### src/rtl/edge_seq_monitor_pkg.sv
// Shared types and defaults for the edge_seq_monitor block.
package edge_seq_monitor_pkg;

  typedef enum logic [1:0] {
    MODE_RISE = 2'b00,
    MODE_FALL = 2'b01,
    MODE_ANY  = 2'b10,
    MODE_OFF  = 2'b11
  } mode_e;

  typedef enum logic {
    ST_IDLE = 1'b0,
    ST_WAIT = 1'b1
  } state_e;

  localparam int unsigned DEF_N_CH  = 4;
  localparam int unsigned DEF_CNT_W = 8;
  localparam int unsigned DEF_WIN_W = 4;

  // Edge qualification of the current sample against the previous one.
  function automatic logic edge_hit(input mode_e m, input logic cur, input logic prev);
    logic hit;
    hit = 1'b0;
    case (m)
      MODE_RISE: hit = cur & ~prev;
      MODE_FALL: hit = ~cur & prev;
      MODE_ANY:  hit = cur ^ prev;
      default:   hit = 1'b0;
    endcase
    return hit;
  endfunction

endpackage

### src/rtl/edge_seq_monitor_ch.sv
// One monitor channel: history flop, edge detect, IDLE/WAIT window FSM,
// window timer and saturating edge counter.
// EDGE_SEQ_MONITOR_SYNC_EN: when defined, a and b pass through two-flop
// synchronisers before use.
import edge_seq_monitor_pkg::*;

module edge_seq_monitor_ch #(
  parameter int unsigned CNT_W = DEF_CNT_W,
  parameter int unsigned WIN_W = DEF_WIN_W
) (
  input  logic             clk,
  input  logic             rst_n,
  input  logic             en,
  input  logic [1:0]       mode,
  input  logic [WIN_W-1:0] win,
  input  logic             clr,
  input  logic             a,
  input  logic             b,
  output logic             edge_o,
  output logic             pass_o,
  output logic             fail_o,
  output logic             busy_o,
  output logic [CNT_W-1:0] cnt_o
);

  logic a_use;
  logic b_use;

`ifdef EDGE_SEQ_MONITOR_SYNC_EN
  logic [1:0] a_sync;
  logic [1:0] b_sync;

  // Two-flop synchronisers for the asynchronous channel inputs.
  always_ff @(posedge clk or negedge rst_n) begin
    if (!rst_n) begin
      a_sync <= '0;
      b_sync <= '0;
    end else begin
      a_sync <= {a_sync[0], a};
      b_sync <= {b_sync[0], b};
    end
  end

  assign a_use = a_sync[1];
  assign b_use = b_sync[1];
`else
  assign a_use = a;
  assign b_use = b;
`endif

  state_e           state;
  state_e           state_n;
  logic [WIN_W-1:0] timer;
  logic [WIN_W-1:0] timer_n;
  logic             a_q;
  logic             edge_c;
  logic             pass_n;
  logic             fail_n;

  // Edge detection and window FSM next-state / pulse decode.
  always_comb begin
    edge_c  = en & edge_hit(mode_e'(mode), a_use, a_q);
    state_n = state;
    timer_n = timer;
    pass_n  = 1'b0;
    fail_n  = 1'b0;
    if (!en) begin
      state_n = ST_IDLE;
    end else begin
      case (state)
        ST_IDLE: begin
          if (edge_c) begin
            if (b_use) begin
              pass_n = 1'b1;
            end else if (win == '0) begin
              fail_n = 1'b1;
            end else begin
              state_n = ST_WAIT;
              timer_n = win;
            end
          end
        end
        ST_WAIT: begin
          if (b_use) begin
            pass_n  = 1'b1;
            state_n = ST_IDLE;
          end else if (timer == WIN_W'(1)) begin
            fail_n  = 1'b1;
            state_n = ST_IDLE;
          end else begin
            timer_n = timer - WIN_W'(1);
          end
        end
        default: state_n = ST_IDLE;
      endcase
    end
  end

  // State, timer, history and registered pulse outputs.
  always_ff @(posedge clk or negedge rst_n) begin
    if (!rst_n) begin
      state  <= ST_IDLE;
      timer  <= '0;
      a_q    <= 1'b0;
      edge_o <= 1'b0;
      pass_o <= 1'b0;
      fail_o <= 1'b0;
    end else begin
      state  <= state_n;
      timer  <= timer_n;
      a_q    <= a_use;
      edge_o <= edge_c;
      pass_o <= pass_n;
      fail_o <= fail_n;
    end
  end

  // Saturating edge counter; clear wins over a same-cycle edge.
  always_ff @(posedge clk or negedge rst_n) begin
    if (!rst_n) begin
      cnt_o <= '0;
    end else if (clr) begin
      cnt_o <= '0;
    end else if (edge_c && (cnt_o != '1)) begin
      cnt_o <= cnt_o + CNT_W'(1);
    end
  end

  assign busy_o = (state == ST_WAIT);

endmodule

### src/rtl/edge_seq_monitor.sv
// Multi-channel edge/sequence monitor: replicates one channel per bit of
// a/b, fans out shared controls and packs the per-channel counters.
// EDGE_SEQ_MONITOR_SYNC_EN: enables input synchronisers in each channel.
import edge_seq_monitor_pkg::*;

module edge_seq_monitor #(
  parameter int unsigned N_CH  = DEF_N_CH,
  parameter int unsigned CNT_W = DEF_CNT_W,
  parameter int unsigned WIN_W = DEF_WIN_W
) (
  input  logic                  clk,
  input  logic                  rst_n,
  input  logic                  en,
  input  logic [1:0]            mode,
  input  logic [WIN_W-1:0]      win,
  input  logic                  clr,
  input  logic [N_CH-1:0]       a,
  input  logic [N_CH-1:0]       b,
  output logic [N_CH-1:0]       edge_o,
  output logic [N_CH-1:0]       pass_o,
  output logic [N_CH-1:0]       fail_o,
  output logic [N_CH-1:0]       busy_o,
  output logic [N_CH*CNT_W-1:0] cnt_o
);

  for (genvar i = 0; i < N_CH; i++) begin : g_ch
    edge_seq_monitor_ch #(
      .CNT_W (CNT_W),
      .WIN_W (WIN_W)
    ) u_ch (
      .clk    (clk),
      .rst_n  (rst_n),
      .en     (en),
      .mode   (mode),
      .win    (win),
      .clr    (clr),
      .a      (a[i]),
      .b      (b[i]),
      .edge_o (edge_o[i]),
      .pass_o (pass_o[i]),
      .fail_o (fail_o[i]),
      .busy_o (busy_o[i]),
      .cnt_o  (cnt_o[i*CNT_W +: CNT_W])
    );
  end

endmodule
### config.mk
export PLATFORM = sky130hd
export DESIGN_NAME = edge_seq_monitor
export DESIGN_NICKNAME = d
export VERILOG_FILES = /design/src/rtl/edge_seq_monitor_pkg.sv /design/src/rtl/edge_seq_monitor_ch.sv /design/src/rtl/edge_seq_monitor.sv
export SDC_FILE = /design/constraint.sdc
export NUM_CORES = 1
export LEC_CHECK = 0
export ABC_AREA = 1
export BUFFER_PORTS_ARGS = -buffer_cell sky130_fd_sc_hd__clkbuf_2
export CAP_MARGIN = 20
export CORE_AREA = 2 2 101 103
export CTS_CLUSTER_SIZE = 14
export DETAILED_ROUTE_END_ITERATION = 8
export DIE_AREA = 0 0 103 105
export SYNTH_ARGS = -nofsm -noshare
export SYNTH_HDL_FRONTEND = slang
export SYNTH_SLANG_ARGS = --single-unit
### constraint.sdc
create_clock -name clk -period 2.45 [get_ports clk]
set_input_delay 0.245 -clock clk [delete_from_list [all_inputs] [get_ports clk]]
set_output_delay 0.245 -clock clk [all_outputs]
set_load 0.01 [all_outputs]
### After elaboration in Yosys (flattened, before gate mapping)

Index checks and enable logic that the tools add are counted.

* bits of input ports: 18
* register bits after elaboration: 68

* reductions and logical operators: 14
* bitwise operators: 28
* add/subtract/negate cells: 8
* eq/ne operators: 30
* mux-type cells: 99

Operators by type and width (count)
* 2-to-1 mux 4 bit: 17
* 2-to-1 mux 8 bit: 8
* 2-to-1 mux 1 bit: 54
* adder 8 x 1 -> 8 bit (second input constant): 4
* inequality test 2 bit (second input constant): 16
* inequality test 8 bit (second input constant): 4
* one-hot mux 4 bit (2 select lines): 4
* one-hot mux 1 bit (2 select lines): 12
* AND reduction 6 bit: 4
* equality test 4 x 1 -> 1 bit (second input constant): 4
* subtractor 4 x 1 -> 4 bit (second input constant): 4
* bitwise AND 1 bit: 12
* inverter 1 bit: 12
* one-hot mux 1 bit (3 select lines): 4
* inequality test 2 x 1 -> 1 bit (second input constant): 4
* nonzero test 2 bit: 4
* logical AND 1 bit: 4
* logical NOT 4 bit: 1
* bitwise XOR 1 bit: 4
* equality test 2 x 1 -> 1 bit (second input constant): 1
* equality test 2 bit (second input constant): 1
* logical NOT 2 bit: 1

### Depth between registers and ports, before layout

Gate-level depths: netlist of run 1.

* depth in word-level cells: 7
* depth in mapped cells: 10
* depth with buffers taken out: 10

### By module

Synthesis of run 1 repeated with hierarchy kept, for this count alone.

* cells, all modules: 597
* area total of the unflattened synthesis: 4377.9 um^2

Modules (own cells, without submodules)
* edge_seq_monitor_ch at g_ch[0].u_ch ...: cells each 149, area each 1094.8 um^2, sequential area each 425.4 um^2, instances 3
* edge_seq_monitor_ch at g_ch[1].u_ch: cells each 150, area each 1093.5 um^2, sequential area each 425.4 um^2, instances 1

### Worst setup path after synthesis of run 1

No wires, ideal clock.

* path type: reg-to-reg
* from: reg g_ch[3].u_ch.cnt_o[0]
* to: reg g_ch[3].u_ch.cnt_o[4]
* arrival: 1.324 ns
* path slack: 1.009 ns
* stages on the path, launching flop included: 9
* data required time: 2.333 ns
* path through: dfrtp_1 ha_1 nand3_2 nor2_2 nand4_2 nand2_4 nand2_2 nand2_1 nand2_1

* longest elaborated chain between the ends: 3
* elaborated cells on any way between the ends: 6
* classes of those cells: add/sub: 1; eq/ne: 1; mux: 2; reduce/logical: 2

Ends and longest elaborated chain
* start, declared: line edge_seq_monitor_ch.sv:23 `output logic [CNT_W-1:0] cnt_o`
* start signal, assigned: line edge_seq_monitor_ch.sv:125 `cnt_o <= cnt_o + CNT_W'(1);`
* adder 8 x 1 -> 8 bit / inequality test 8 bit (equally long branches): line edge_seq_monitor_ch.sv:125, edge_seq_monitor_ch.sv:124
* 2-to-1 mux 8 bit / logical AND 1 bit (equally long branches): line edge_seq_monitor_ch.sv:124 `end else if (edge_c && (cnt_o != '1)) begin`
* 2-to-1 mux 8 bit / nonzero test 2 bit (equally long branches)

Several ways; a longest one is shown, not always the timed one. The select of a mux whose other input is x is not followed.
A chain may end at the register's enable or synchronous reset.

### Worst setup path after layout of run 1

* from: reg g_ch[2].u_ch.cnt_o[0]
* to: reg g_ch[2].u_ch.cnt_o[6]

* longest elaborated chain between the ends: 3
* elaborated cells on any way between the ends: 6
* classes of those cells: add/sub: 1; eq/ne: 1; mux: 2; reduce/logical: 2

Ends and longest elaborated chain (line)
* start, declared: edge_seq_monitor_ch.sv:23
* start signal, assigned: edge_seq_monitor_ch.sv:125
* adder 8 x 1 -> 8 bit / inequality test 8 bit (equally long branches): edge_seq_monitor_ch.sv:125, edge_seq_monitor_ch.sv:124
* 2-to-1 mux 8 bit / logical AND 1 bit (equally long branches): edge_seq_monitor_ch.sv:124
* 2-to-1 mux 8 bit / nonzero test 2 bit (equally long branches)

Several ways; a longest one is shown, not always the timed one. The select of a mux whose other input is x is not followed.

==> results by group, run 1 <==
GRT
  – Initial antenna violation count: 0
  – Global-route wire length before repair: 16.1 mm
  – GR Util All Layers: a little under a fifth
  – Grt ovf: 0
  – Largest net degree at the start of global routing: 38
  – Vias in the first global route: 3,469

Power and ir drop
  – Cell-internal power: between 1.5 and 2 mW
  – Share of power burned in registers: 49.6%
  – Logic gate share of total power: 18.9%
  – Sw Pwr: 0.846 mW
  – Clk pwr share: 31.5%
  – Static leakage: 2.68 nW
  – Max IR drop VDD: 242 uV
  – Sw Share: 31.7%
  – PwrDens: 555 mW/mm^2
  – Total Power: 2.67 mW

CTS
  – Root Buffer: clkbuf_8
  – Worst-path clk slew: 0.07 ns
  – Clk Latency, worst-skew pair: about 0.35 ns
  – Clock buffer depth: 2
  – TritonCTS clock tree: done
  – Num Clock Sinks: 68
  – TritonCTS buffer count: 9
  – Post_cts resized: 0
  – H-tree levels: 3

Finish
  – Design Area, Final: 0.00481 sq mm
  – Nets: 650
  – Layout cells sized above 1: 20.0%
  – Area grow syn2layout: 12.9%
  – Most frequent cells in the layout: nand2_1 (163), nand3_1 (78), dfrtp_1 (68), clkbuf_2 (64), inv_1 (57)
  – Commonest non-fill, non-tap cell in the layout: nand2_1
  – Antenna cells: 0

Worst setup path
  – CP cell instances: ha_1, nand3_2, nor2_2, nand4_2, nand2_4, nand2_2, nand2_1, nand2_1
  – CP bufs+invs: 0
  – Critical Path AT: 1.84 ns
  – Most used cell, CP: nand2_1
  – CP max-delay cell: dfrtp_1
  – CP startpoint kind: flop
  – Worst EP required: 2.69 ns
  – Worst stage delay on the critical path: 0.42 ns
  – CP Max Fanout: 9
  – CP Capture Type: flop
  – Crit path max-delay family: simple AND/OR/NAND/NOR gates
  – WS Path Type: flop to flop

Yosys
  – Yosys cell types: 27
  – Syn Area/Cell: 7.66 sq um
  – Synth Warn #: 0
  – Yosys reg bits: 68
  – Seq/Total Area, Yosys: 39.9%
  – Syn Nets: 594
  – Post-synth top flop: dfrtp_1
  – Post-Synthesis Cell Area: 0.00426 sq mm
  – Post-synth EDFFs: 0
  – Post-synthesis cell count: about 560
  – Async S/R FF share, synth: 100%

Timing
  – Clk_skew: 0.0121 ns
  – Slew margin rel.: 68.3%
  – Fin. max-slew vios: 0
  – Setup TNS Final: 0 ns
  – Clock period minus worst slack: around 1.6 ns
  – Endpoints failing hold: 0
  – Final setup viols: 0
  – RSZ-0062 raised after global routing: no
  – Final worst-path cycle share: 65.1%
  – Final setup margin: ~0.86 ns
  – Slew @ Worst Pin: 0.476 ns
  – Fmax: 627 MHz

Detailed routing
  – Routed via count: 3,708
  – Drt wl/cell: 12.4 um
  – Initial DRT Pass Iterations: 4
  – Final WL: 9.26 mm
  – DR iter-0 viols: 84
  – DRC errors left: 0
  – Via-to-Cell Ratio: 4.95
  – Routed Antenna Nets: 0

Floorplan
  – Die W: roughly 100 um
  – Core area: 0.00964 sq mm
  – Initial Util: 44.2%
  – Row Count: 36
  – Die Ht: 105 um
  – Die area: 0.0108 sq mm
  – Ports: 66

Placed design
  – Setup slack at placement: 0.850 ns
  – Port Buffers: 65
  – Post-DP HPWL: 6.80 mm
  – Placer Congestion: 0.839
  – Placed Area: between 0.004 and 0.005 sq mm

Status
  – Status: complete, no violations

Min path
  – Worst Hold Class: primary input to flop

Flow run
  – Max-cap check violation count: 0
[cells in the mapped netlist (5+ instances only)]
library cell	n	area share, %
buf_4	17	3.0
clkbuf_1	6	0.53
dfrtp_1	68	40
ha_1	20	5.9
inv_1	57	5.0
nand2_1	163	14
nand2_2	14	2.1
nand2_4	5	1.3
nand3_1	78	9.2
nand3_2	6	1.4
nand4_1	14	2.1
nor2_1	38	3.3
nor2_2	5	0.73
o21ai_0	21	2.5
xor2_1	11	2.3
[layer usage]
metal / vias up / part of all wire, % / GRT usage (%)
met3: 9 / 4.1 / 4.55
met1: 1746 / 47 / 24.2
met2: 63 / 48 / 30.2
met5: - / 0 / 0
li1: 1890 / - / -
met4: 0 / 1.4 / 6.77
[stage by stage]
stage | hold slack [ns] | utilization, % | instances
global route | 0.0263 | 49.9 | 749
detailed placement | 0.306 | 48.1 | 733
CTS | 0.0121 | 49.9 | 749
floorplan | -0.0506 | - | 556
finish | 0.0346 | 49.9 | 749
global placement | 0.310 | 48.1 | 733
[final cells by class]
cell class              count  area (sq um)
flip-flops and latches     68          1700
clock inverters             2          10.0
well taps                 133           166
repair buffers             69           370
clock buffers              13           159
multi-input cells         403          2160
fillers                   964          4830
inverters                  61           239
[state kept, by name, indices dropped and copies added, names as in the netlist]
register / flops
g_ch.u_ch.cnt_o: 32
g_ch.u_ch.timer: 16
g_ch.u_ch.a_q: 4
g_ch.u_ch.busy_o: 4
g_ch.u_ch.edge_o: 4
g_ch.u_ch.fail_o: 4
g_ch.u_ch.pass_o: 4
[cells by family after synthesis]
kind of cell    synth area share [%]
xor+xnor                        2.67
buf+inv                         9.25
compound gates                  5.70
flops                           39.9
fa+ha+maj                       5.87
simple gates                    36.6
[worst paths after layout]
check,endpoint,slack (ns),from,depth (start not counted)
max in group asynchronous,g_ch[2].u_ch.timer[3],1.63,rst_n,3
hold reg to reg,g_ch[3].u_ch.timer[1],0.47,g_ch[3].u_ch.timer[1],2
setup reg to reg,g_ch[2].u_ch.cnt_o[6],0.86,g_ch[2].u_ch.cnt_o[0],8
setup / recovery,g_ch[2].u_ch.cnt_o[6],0.86,g_ch[2].u_ch.cnt_o[0],8
hold / removal,g_ch[1].u_ch.a_q,0.03,a[1],1
min in group asynchronous,g_ch[3].u_ch.cnt_o[2],0.44,rst_n,3
[power groups by stage]
| stage | sequential (mW) | combinational [mW] | clock, mW |
|---|---|---|---|
| after CTS | 1.32 | 0.512 | 0.877 |
| after detailed placement | 1.34 | 0.511 | 0 |
| after global routing | 1.34 | 0.597 | 0.915 |
| after global placement | 1.34 | 0.496 | 0 |
| after floorplan | 1.32 | 0.376 | 0 |
| final | 1.32 | 0.505 | 0.841 |
[what timing repair did]
action,4_1_cts,5_1_grt
hold endpoints to repair,68,0
buffers inserted,0,0
hold buffers,1,0
[worst reg2reg max path: stages, from the launching register on]
cell	delay, ns
dfrtp_1	0.42
ha_1	0.22
nand3_2	0.10
nor2_2	0.15
nand4_2	0.18
nand2_4	0.19
nand2_2	0.11
nand2_1	0.09
nand2_1	0.05
Note: power is estimated with default switching activity, not from simulation.
==> run 2: changes to the inputs <==
Settings changed: ABC_AREA 1 to 0, PLACE_DENSITY from default to 0.67.
Clock period 2.45 ns to 1.3 ns, I/O delays scaled along.
==> results by group, run 2 <==
Status
  – Status: finished with violations
  – Failing checks: negative setup slack

CTS
  – Clock buffer depth: 2
  – Root Buffer: clkbuf_8
  – TritonCTS buffer count: 9
  – Clk Latency, worst-skew pair: about 0.36 ns
  – TritonCTS clock tree: done
  – Worst-path clk slew: 0.07 ns
  – H-tree levels: 3
  – Num Clock Sinks: 68

Timing
  – Fmax: 496 MHz
  – RSZ-0062 raised after global routing: yes
  – Endpoints failing hold: 0
  – Slew margin rel.: between 50% and 60%
  – Slew @ Worst Pin: 0.627 ns
  – Final worst-path cycle share: 155%
  – Fin. max-slew vios: 0
  – Clk_skew: 0.00958 ns
  – Final setup margin: -0.717 ns
  – Final setup viols: 64
  – Setup TNS Final: -33.28 ns
  – WHS: 0.0127 ns
  – Clock period minus worst slack: 2.02 ns

Worst setup path
  – CP startpoint kind: flop
  – CP cell instances: ha_1, and2_4, o32a_1, nor4b_2, mux2_2
  – CP max-delay cell: dfrtp_1
  – CP bufs+invs: 0
  – Critical Path AT: 2.26 ns
  – Worst EP required: 1.55 ns
  – CP Max Fanout: 5
  – Worst stage delay on the critical path: ~0.39 ns
  – Crit path max-delay family: simple AND/OR/NAND/NOR gates
  – WS Path Type: flop to flop
  – CP Capture Type: flop

Floorplan
  – Ports: 66
  – Die W: 103 um
  – Row Count: 36
  – Core area: 0.00964 sq mm
  – Die Ht: roughly 110 um
  – Initial Util: 44.3%
  – Die area: 0.0108 sq mm

Yosys
  – Area contributors post-synth: dfrtp_1 (40%), ha_1 (5.9%), mux2_2 (4.0%), nor2_1 (3.5%), nor2b_1 (3.1%)
  – Yosys reg bits: 68
  – Async S/R FF share, synth: 100%
  – Cell taking the most area after synthesis: dfrtp_1
  – Post-synthesis cell count: 461
  – Post-Synthesis Cell Area: 0.00427 sq mm
  – Top cell type's share of synthesized area: about two fifths
  – Top-count cell post-synth: dfrtp_1
  – Seq/Total Area, Yosys: roughly two fifths
  – Post-synth EDFFs: 0
  – Yosys cell types: 60
  – Syn Nets: ~500
  – Post-synth top flop: dfrtp_1
  – Top cells by count, synth: dfrtp_1 (68), nor2_1 (40), inv_1 (34), nand2_1 (34), nor2b_1 (21)
  – Synth Warn #: 0
  – Syn Area/Cell: 9.26 sq um

GRT
  – Vias in the first global route: 4,611
  – Largest net degree at the start of global routing: 29
  – Grt ovf: 0
  – GR Util All Layers: a little over a quarter
  – Initial antenna violation count: 0
  – Global-route wire length before repair: approximately 22 mm

Finish
  – Largest reg by FF count: g_ch.u_ch.cnt_o
  – Max reg flops: 32
  – Commonest non-fill, non-tap cell in the layout: buf_4
  – Most frequent cells in the layout: buf_4 (152), dfrtp_1 (68), clkbuf_2 (64), nor2_1 (35)
  – Design Area, Final: roughly 0.0070 sq mm
  – Layout cells sized above 1: a little over half
  – Biggest regs: g_ch.u_ch.cnt_o: 32 flops, g_ch.u_ch.timer: 16 flops
  – Area grow syn2layout: 64.5%
  – Antenna cells: 0
  – Nets: 728

Detailed routing
  – Final WL: ~14 mm
  – DRC errors left: 0
  – Drt wl/cell: about 17 um
  – Routed via count: 4,629
  – Via-to-Cell Ratio: 5.60
  – Initial DRT Pass Iterations: 5
  – DR iter-0 viols: 253
  – Routed Antenna Nets: 0

Power and ir drop
  – PwrDens: 903 mW/mm^2
  – Share of power burned in registers: 38.7%
  – Logic gate share of total power: between 30 and 40%
  – Max IR drop VDD: 474 uV
  – Static leakage: 3.31 nW
  – Cell-internal power: 4.36 mW
  – Sw Pwr: between 1.5 and 2 mW
  – Sw Share: a little over 30%
  – Clk pwr share: between 20 and 30%
  – Total Power: around 6.3 mW

Placed design
  – Placed Area: ~0.0060 sq mm
  – Placer Congestion: between 0.9 and 1
  – Port Buffers: 65
  – Post-DP HPWL: just over 9 mm

Flow run
  – Max-cap check violation count: 0

Min path
  – Worst Hold Class: primary input to flop
-- run 2: cell count changes after synthesis, moves of 12 or more --
| cell | before | now |
|---|---|---|
| a21oi_1 | 4 | 18 |
| inv_1 | 57 | 34 |
| mux2_2 | 0 | 15 |
| nand2_1 | 163 | 34 |
| nand2_2 | 14 | 0 |
| nand3_1 | 78 | 12 |
| nor2b_1 | 0 | 21 |
| nor3_1 | 0 | 12 |
-- run 2: timing repair --
action | in CTS | in global routing
endpoints found under the setup margin | 64 | 65
buffers inserted | 19 | 10
pin swaps | 32 | 23
resized for setup | 73 | 47
hold buffers | 3 | 0
hold endpoints to repair | 13 | 0
cloned | 1 | 0
-- run 2: cell families after synthesis --
logic type | after synthesis | synth area share, %
AND/OR/NAND/NOR | 181 | 23.0
AO/OA/AOI/OAI | 96 | 16.8
buffers and inverters | 70 | 7.89
flip-flops | 68 | 39.9
multiplexers | 26 | 6.65
adder cells (fa/ha/maj) | 20 | 5.86
-- run 2: per-layer routing --
layer	track usage, %	part of all wire [%]
met1	33.4	41
met2	43.7	51
met3	4.62	5.7
met4	8.65	2.5
met5	0	0
-- run 2: worst reg2reg max path: cells and delay by family, from the launching register on --
family	cells	cell delay, ns
AOI/OAI and AO/OA	1	0.38
adders and majority gates	1	0.27
and+or+nand+nor	2	0.51
muxes	1	0.37
DFF	1	0.39
-- run 2: area by class of cell --
type / instances / area, sq um
multi-input combinational: 324 / 2940
fill: 691 / 2620
timing repair buffer: 251 / 1880
sequential: 68 / 1700
tap: 133 / 166
clock buffer: 12 / 155
inverter: 36 / 138
clock inverter: 2 / 35.0
-- run 2: final timing paths --
check / to / slack (ns) / cells after the start / start
max: g_ch[3].u_ch.cnt_o[4] / -0.72 / 5 / g_ch[3].u_ch.a_q
min: g_ch[0].u_ch.a_q / 0.01 / 2 / a[0]
max reg2reg: g_ch[3].u_ch.cnt_o[4] / -0.72 / 5 / g_ch[3].u_ch.a_q
min reg2reg: g_ch[2].u_ch.timer[1] / 0.62 / 2 / g_ch[2].u_ch.timer[1]
max in group asynchronous: g_ch[2].u_ch.timer[3] / 0.49 / 3 / rst_n
min in group asynchronous: g_ch[1].u_ch.timer[2] / 0.25 / 2 / rst_n
-- run 2: power groups by stage --
stage,sequential [mW],combinational [mW],clock [mW]
after floorplan,2.49,0.801,0
after global placement,2.45,1.61,0
after detailed placement,2.46,1.67,0
after CTS,2.43,1.88,1.83
after global routing,2.47,2.25,1.92
final,2.45,2.09,1.80
-- run 2: through the flow --
| stage | worst slack [ns] | util [%] | cells |
|---|---|---|---|
| after detailed placement | -0.733 | 62.3 | 784 |
| after floorplan | -0.696 | - | 461 |
| after CTS | -0.678 | 69.6 | 818 |
| after global routing | -0.778 | 72.8 | 826 |
| after global placement | -0.724 | 62.3 | 784 |
| final | -0.717 | 72.8 | 826 |
